## config.mk

```make
export PLATFORM = sky130hd
export DESIGN_NAME = adc_clk_monitor
export DESIGN_NICKNAME = d
export VERILOG_FILES = /design/src/rtl/adc_clk_pkg.sv /design/src/rtl/adc_clk_edge_cnt.sv /design/src/rtl/adc_clk_monitor.sv
export SDC_FILE = /design/constraint.sdc
export NUM_CORES = 1
export LEC_CHECK = 0
export BUFFER_PORTS_ARGS = -buffer_cell sky130_fd_sc_hd__buf_2
export CAP_MARGIN = 10
export CORE_MARGIN = 5
export CORE_UTILIZATION = 50
export CTS_BUF_LIST = sky130_fd_sc_hd__clkbuf_8
export CTS_CLUSTER_SIZE = 10
export DETAILED_ROUTE_END_ITERATION = 8
export GPL_TIMING_DRIVEN = 0
export PLACE_DENSITY = 0.7
export RECOVER_POWER = 100
export SETUP_SLACK_MARGIN = 0.1
export SLEW_MARGIN = 20
export SYNTH_ARGS = -nofsm -noshare
export SYNTH_HDL_FRONTEND = slang
export SYNTH_SLANG_ARGS = --single-unit
```

## constraint.sdc

```tcl
create_clock -name clk -period 4 [get_ports clk]
set_input_delay 1.2 -clock clk [delete_from_list [all_inputs] [get_ports clk]]
set_output_delay 1.2 -clock clk [all_outputs]
set_load 0.02 [all_outputs]
```

## src/rtl/adc_clk_pkg.sv

```systemverilog
// Shared definitions for the ADC clock health monitor: FSM encoding,
// default configuration constants and the window limit compare.
package adc_clk_pkg;

  typedef enum logic [1:0] {
    ST_IDLE  = 2'd0,
    ST_GATE  = 2'd1,
    ST_LATCH = 2'd2
  } state_t;

  localparam int DEF_GATE_CYCLES = 1000;
  localparam int DEF_CNT_W       = 16;
  localparam int DEF_LO_LIMIT    = 120;
  localparam int DEF_HI_LIMIT    = 130;

  // Inclusive range test; an inverted range (lo > hi) can never pass,
  // so a misconfigured monitor reports every window as a fault.
  function automatic logic in_window(input logic [31:0] value,
                                     input logic [31:0] lo,
                                     input logic [31:0] hi);
    return (value >= lo) && (value <= hi);
  endfunction

endpackage

```

## src/rtl/adc_clk_edge_cnt.sv

```systemverilog
// One channel of the monitor: synchronises an asynchronous divided ADC
// clock toggle, detects its rising edges and counts them with saturation.
// count_next exposes the value the counter takes at the coming edge so the
// top level can capture a window that includes its final cycle.
module adc_clk_edge_cnt
  import adc_clk_pkg::*;
#(
  parameter int CNT_W = DEF_CNT_W
) (
  input  logic             clk,
  input  logic             rst,
  input  logic             clr,
  input  logic             load,
  input  logic             tgl,
  output logic [CNT_W-1:0] count_next
);

  localparam logic [CNT_W-1:0] CNT_MAX = {CNT_W{1'b1}};
  localparam logic [CNT_W-1:0] CNT_ONE = {{(CNT_W-1){1'b0}}, 1'b1};

  logic             sync1_r;
  logic             sync2_r;
  logic             sync3_r;
  logic             edge_s;
  logic [CNT_W-1:0] cnt_r;
  logic [CNT_W-1:0] cnt_nxt_s;

  assign edge_s     = sync2_r & ~sync3_r;
  assign count_next = cnt_nxt_s;

  // Two-flop synchroniser followed by the edge-detect history flop.
  always_ff @(posedge clk) begin
    if (rst) begin
      sync1_r <= 1'b0;
      sync2_r <= 1'b0;
      sync3_r <= 1'b0;
    end else begin
      sync1_r <= tgl;
      sync2_r <= sync1_r;
      sync3_r <= sync2_r;
    end
  end

  // Next count: clear, reload with the current edge, or saturating increment.
  always_comb begin
    cnt_nxt_s = cnt_r;
    if (clr) begin
      cnt_nxt_s = {CNT_W{1'b0}};
    end else if (load) begin
      cnt_nxt_s = {{(CNT_W-1){1'b0}}, edge_s};
    end else if (edge_s && (cnt_r != CNT_MAX)) begin
      cnt_nxt_s = cnt_r + CNT_ONE;
    end else begin
      cnt_nxt_s = cnt_r;
    end
  end

  // Edge counter register.
  always_ff @(posedge clk) begin
    if (rst) begin
      cnt_r <= {CNT_W{1'b0}};
    end else begin
      cnt_r <= cnt_nxt_s;
    end
  end

endmodule

```

## src/rtl/adc_clk_monitor.sv

```systemverilog
// Multi-channel ADC clock health monitor. Counts rising edges of each
// divided ADC clock over a fixed gate window and reports per-channel rate,
// in-range status and a sticky lost/out-of-range flag.
// Results are captured at the edge that ends the last gate cycle, so they
// are visible (with freq_valid) during the LATCH cycle itself.
module adc_clk_monitor
  import adc_clk_pkg::*;
#(
  parameter int NUM_CH      = 4,
  parameter int GATE_CYCLES = DEF_GATE_CYCLES,
  parameter int CNT_W       = DEF_CNT_W,
  parameter int LO_LIMIT    = DEF_LO_LIMIT,
  parameter int HI_LIMIT    = DEF_HI_LIMIT
) (
  input  logic                    clk,
  input  logic                    rst,
  input  logic                    enable,
  input  logic                    clr_lost,
  input  logic [NUM_CH-1:0]       adc_clk_tgl,
  output logic [NUM_CH*CNT_W-1:0] freq_count,
  output logic                    freq_valid,
  output logic [NUM_CH-1:0]       clk_ok,
  output logic [NUM_CH-1:0]       clk_lost
);

  localparam int              GATE_W    = $clog2(GATE_CYCLES);
  localparam logic [GATE_W-1:0] GATE_LAST = GATE_W'(GATE_CYCLES - 1);
  localparam logic [GATE_W-1:0] GATE_ONE  = GATE_W'(1);

  state_t                    state_r;
  state_t                    state_nxt_s;
  logic [GATE_W-1:0]         gate_cnt_r;
  logic                      clr_s;
  logic                      load_s;
  logic                      last_gate_s;
  logic [NUM_CH*CNT_W-1:0]   cnt_nxt_s;
  logic [NUM_CH-1:0]         in_range_s;
  logic [NUM_CH-1:0]         lost_nxt_s;
  logic [NUM_CH*CNT_W-1:0]   freq_count_r;
  logic                      freq_valid_r;
  logic [NUM_CH-1:0]         clk_ok_r;
  logic [NUM_CH-1:0]         clk_lost_r;

  assign freq_count = freq_count_r;
  assign freq_valid = freq_valid_r;
  assign clk_ok     = clk_ok_r;
  assign clk_lost   = clk_lost_r;

  // Per-channel synchroniser/counter and limit compare.
  for (genvar i = 0; i < NUM_CH; i++) begin : g_ch
    adc_clk_edge_cnt #(
      .CNT_W(CNT_W)
    ) u_edge_cnt (
      .clk       (clk),
      .rst       (rst),
      .clr       (clr_s),
      .load      (load_s),
      .tgl       (adc_clk_tgl[i]),
      .count_next(cnt_nxt_s[i*CNT_W +: CNT_W])
    );
    assign in_range_s[i] = in_window(32'(cnt_nxt_s[i*CNT_W +: CNT_W]),
                                     32'(LO_LIMIT), 32'(HI_LIMIT));
  end

  // FSM state register.
  always_ff @(posedge clk) begin
    if (rst) begin
      state_r <= ST_IDLE;
    end else begin
      state_r <= state_nxt_s;
    end
  end

  // Next state and counter controls; dropping enable mid-gate aborts the window.
  always_comb begin
    state_nxt_s = state_r;
    clr_s       = 1'b0;
    load_s      = 1'b0;
    last_gate_s = 1'b0;
    case (state_r)
      ST_IDLE: begin
        clr_s = 1'b1;
        if (enable) begin
          state_nxt_s = ST_GATE;
        end else begin
          state_nxt_s = ST_IDLE;
        end
      end
      ST_GATE: begin
        if (!enable) begin
          state_nxt_s = ST_IDLE;
          clr_s       = 1'b1;
        end else if (gate_cnt_r == GATE_LAST) begin
          state_nxt_s = ST_LATCH;
          last_gate_s = 1'b1;
        end else begin
          state_nxt_s = ST_GATE;
        end
      end
      ST_LATCH: begin
        load_s = 1'b1;
        if (enable) begin
          state_nxt_s = ST_GATE;
        end else begin
          state_nxt_s = ST_IDLE;
        end
      end
      default: begin
        state_nxt_s = ST_IDLE;
        clr_s       = 1'b1;
      end
    endcase
  end

  // Gate counter: runs only while gating, zero everywhere else.
  always_ff @(posedge clk) begin
    if (rst) begin
      gate_cnt_r <= {GATE_W{1'b0}};
    end else if ((state_r == ST_GATE) && enable && !last_gate_s) begin
      gate_cnt_r <= gate_cnt_r + GATE_ONE;
    end else begin
      gate_cnt_r <= {GATE_W{1'b0}};
    end
  end

  // Sticky fault update. A fresh fault always survives a coincident clear;
  // a clear during LATCH spares the channels that window just reported bad.
  always_comb begin
    lost_nxt_s = clk_lost_r;
    if (last_gate_s) begin
      lost_nxt_s = (clr_lost ? {NUM_CH{1'b0}} : clk_lost_r) | ~in_range_s;
    end else if (clr_lost && (state_r == ST_LATCH)) begin
      lost_nxt_s = clk_lost_r & ~clk_ok_r;
    end else if (clr_lost) begin
      lost_nxt_s = {NUM_CH{1'b0}};
    end else begin
      lost_nxt_s = clk_lost_r;
    end
  end

  // Registered result outputs.
  always_ff @(posedge clk) begin
    if (rst) begin
      freq_count_r <= {(NUM_CH*CNT_W){1'b0}};
      freq_valid_r <= 1'b0;
      clk_ok_r     <= {NUM_CH{1'b0}};
      clk_lost_r   <= {NUM_CH{1'b0}};
    end else begin
      freq_valid_r <= last_gate_s;
      clk_lost_r   <= lost_nxt_s;
      if (last_gate_s) begin
        freq_count_r <= cnt_nxt_s;
        clk_ok_r     <= in_range_s;
      end else begin
        freq_count_r <= freq_count_r;
        clk_ok_r     <= clk_ok_r;
      end
    end
  end

endmodule

```

==> flow_metrics.py <==
metrics = {
    "global_routing": {
        "grt_first_pass_wirelength_um": 31900,
        "grt.overflow.total": 0,
        "track_usage_pct": 24.1,
        "grt_pass1_vias": 6102,
        "grt_max_degree": 17,
        "antenna_found_initial": 0,
    },
    "setup_path": {
        "r2r_start": "state_r[1]",
        "critPathMostFrequentCell": "clkbuf_1",
        "crit_type": "input port to register",
        "ff2ff_setup_slack_ns": 0.91,
        "worst_ep_arrival_time_ns": 3.96,
        "end_kind": "register",
        "crit_path_max_incr_delay_ns": 0.55,
        "worst_r2r_endpoint": "freq_count[42]",
        "slowest_stage": "clkbuf_1",
        "r2r_cells": 9,
        "cp_cell_sequence": "clkbuf_1 > and3b_1 > clkbuf_1 > clkbuf_1 > clkbuf_2 > nand2_1 > clkbuf_1 > nor3_1 > a21oi_1 > nor2_1",
        "required_ns": 4.40,
        "cp-start-kind": "input port",
        "crit_path_max_fanout": 10,
    },
    "timing": {
        "finalCritPeriodShare_pct": 88.9,
        "setup_ws_ns": 0.442,
        "worst_pin_slew_ns": 0.876,
        "final.setup_skew_ns": 0.0101,
        "rsz0062_at_grt": "false",
        "timing.final.crit_period_ns": 3.56,
        "tns_ns": 0,
        "setup_viol": 0,
        "fmax_mhz": 281,
        "finalHoldViolations": 0,
        "slew_viol_final": 0,
        "slew_headroom_pct": 41.0,
    },
    "layout": {
        "area_growth_pct": 12.6,
        "layout-drive-gt1-share_pct": 5.29,
        "fillers": 1423,
        "nets": 984,
        "final_core_util_pct": 56.9,
        "antenna_cells": 0,
    },
    "synthesis": {
        "yosys_most_used_dff": "dfxtp_1",
        "yosysWarnings": 0,
        "synth_cell_types": 67,
        "synth-edff-count": 0,
        "synth_area_um2": 7290,
        "syn_nets": 885,
        "ys_seq_elements": 160,
        "ys_async_sr_fraction_pct": 0,
        "ys_seq_area_share_pct": 43.9,
        "syn_inst": 872,
        "synth.avg_cell_area_um2": 8.36,
    },
    "power": {
        "peakVddDrop_uv": 195,
        "power_density_nw_per_um2": 346,
        "fin_total_pwr_w": 0.00284,
        "power_leakage_nw": 2.56,
    },
    "place": {
        "io_buffers": 80,
        "pre_cts_ws_ns": -0.240,
        "dp_hpwl_um": 14600,
        "gp_congestion": 0.893,
    },
    "floorplanning": {
        "start_util_pct": 50.5,
        "pin_count": 81,
        "dieArea_um2": 17100,
        "die_h_um": 131,
        "core-area_um2": 14400,
        "row_count": 44,
        "die_x_um": 131,
    },
    "clock_network": {
        "clk_latency_ns": 0.46,
        "tritoncts": "yes",
        "cts_root_buf": "clkbuf_8",
        "numClockSinks": 160,
        "ctsLongestPathBuffers": 2,
        "cts_max_level": 4,
        "clk_pin_slew_ns": 0.09,
        "cts_made_buffers": 17,
        "ctsHoldBuffers": 0,
    },
    "detailed_routing": {
        "wirelength_met1_um": 9110,
        "via_count": 6674,
        "drtIter0Drc": 569,
        "antenna_left": 0,
        "routed-wl-met2_um": 9240,
        "wl_per_cell_um": 17.4,
        "wl_met3_um": 1460,
        "wl_um": 20300,
        "dr.pass1.iters": 6,
        "via_per_inst": 5.72,
        "top_layer": "met4",
        "drc": 0,
    },
    "run_status": {
        "status": "complete, no violations",
    },
    "worst_hold_path": {
        "hold_class": "register to register",
        "hold_path_depth": 1,
        "min_to": "g_ch[3].u_edge_cnt.sync2_r",
        "hp-start": "g_ch[3].u_edge_cnt.sync1_r",
    },
    "job": {
        "cap_violations": 0,
    },
}
synth_stat cells, types with 4 or more instances:
cell,number,share of area [%]
dfxtp_1,160,44
nor2_1,157,8.1
nand2_1,73,3.8
clkbuf_1,45,2.3
nand3_1,38,2.6
a21oi_1,32,2.2
nor3_1,31,2.1
a211oi_1,30,3.1
xnor2_1,30,3.6
nand4_1,21,1.8
nor2b_1,21,1.8
nor4_1,20,1.7
mux2i_1,19,2.6
xor2_1,17,2.0
o21ai_0,15,1.0
and2_1,14,1.2
nand2b_1,13,1.1
a31oi_1,8,0.69
and3_1,8,0.69
or3_1,8,0.69
or4_1,8,0.82
inv_1,6,0.31
mux2_2,6,0.93
nor3b_1,6,0.62
nor4b_1,6,0.72
ha_1,5,0.86
o31ai_1,5,0.51
o211ai_1,4,0.41
o31a_1,4,0.48
flip-flops by register name, indices dropped and copies added (netlist names):
register / flops
g_ch.u_edge_cnt.sync2_r: 4
freq_count: 64
g_ch.u_edge_cnt.sync1_r: 4
g_ch.u_edge_cnt.cnt_r: 64
state_r: 2
gate_cnt_r: 10
clk_lost: 4
g_ch.u_edge_cnt.sync3_r: 4
clk_ok: 4
metrics by stage:
| stage | cells | area, um^2 | hold slack (ns) |
|---|---|---|---|
| 6_report | 1167 | 8210 | 0.440 |
| 5_1_grt | 1167 | 8210 | 0.459 |
| 4_1_cts | 1167 | 8300 | 0.443 |
| 3_5_place_dp | 1136 | 7920 | 0.425 |
| 3_3_place_gp | 1136 | 7920 | 0.418 |
| 2_1_floorplan | 872 | 7290 | 0.414 |
metal layers:
metal | up-vias | global-route usage [%]
met2 | 210 | 38.1
met4 | 0 | 8.29
met3 | 41 | 5.85
met5 | - | 0
li1 | 3295 | -
met1 | 3128 | 32.5
critical path: cells and delay by family:
kind | cells | cell delay, ns
buf+inv | 5 | 1.81
simple gates | 4 | 0.86
compound gates | 1 | 0.07
timing repair:
item                                    4_1_cts  5_1_grt
endpoints found under the setup margin        0       10
gates resized for setup                       0        1
buffers inserted                              0        0
where the power goes:
part           internal (W)  switching, W  total [W]
Sequential          0.00160    0.00000289    0.00160
Combinational     0.0000143     0.0000540  0.0000683
Clock              0.000576      0.000595    0.00117
Total               0.00219      0.000652    0.00284
placed cells by master, fill, tap and decap left out, types with 17 or more instances in the layout:
| master | instances |
|---|---|
| nand4_1 | 21 |
| nor4_1 | 20 |
| a211oi_1 | 30 |
| nand2_1 | 73 |
| nor2_1 | 157 |
| nor2b_1 | 21 |
| xor2_1 | 17 |
| mux2i_1 | 19 |
| nor3_1 | 31 |
| nand3_1 | 38 |
| dfxtp_1 | 160 |
| clkbuf_8 | 19 |
| a21oi_1 | 32 |
| clkbuf_1 | 120 |
| xnor2_1 | 30 |
kinds of logic (layout without fill, tap and decap cells):
logic type,count (synthesis),count (layout),synth area share [%]
XOR/XNOR,47,47,5.65
flip-flops,160,160,43.9
AO/OA/AOI/OAI,133,133,12.5
adder cells (fa/ha/maj),5,5,0.858
AND/OR/NAND/NOR,447,447,30.7
buffers and inverters,55,166,2.88
multiplexers,25,25,3.54
how the worst max path moves through the flow:
stage / from / depth (start not counted) / slack, ns / to
detailed placement: enable / 10 / -0.24 / freq_count[42]
CTS: enable / 10 / 0.25 / freq_count[42]
global placement: enable / 10 / -0.19 / freq_count[42]
finish: enable / 10 / 0.44 / freq_count[42]
global route: enable / 10 / 0.31 / freq_count[42]
floorplan: enable / 8 / 1.02 / clk_lost[2]
area by class of cell:
cell class	count	area (um^2)	share of cell area, %
sequential	160	3200	39.0
buffer	49	189	2.30
clock buffer	19	262	3.19
multi-input combinational	657	3880	47.2
inverter	6	22.5	0.274
tap	184	230	2.80
timing repair buffer	80	307	3.73
clock inverter	12	120	1.46
Power figures use the tool's default switching activity.
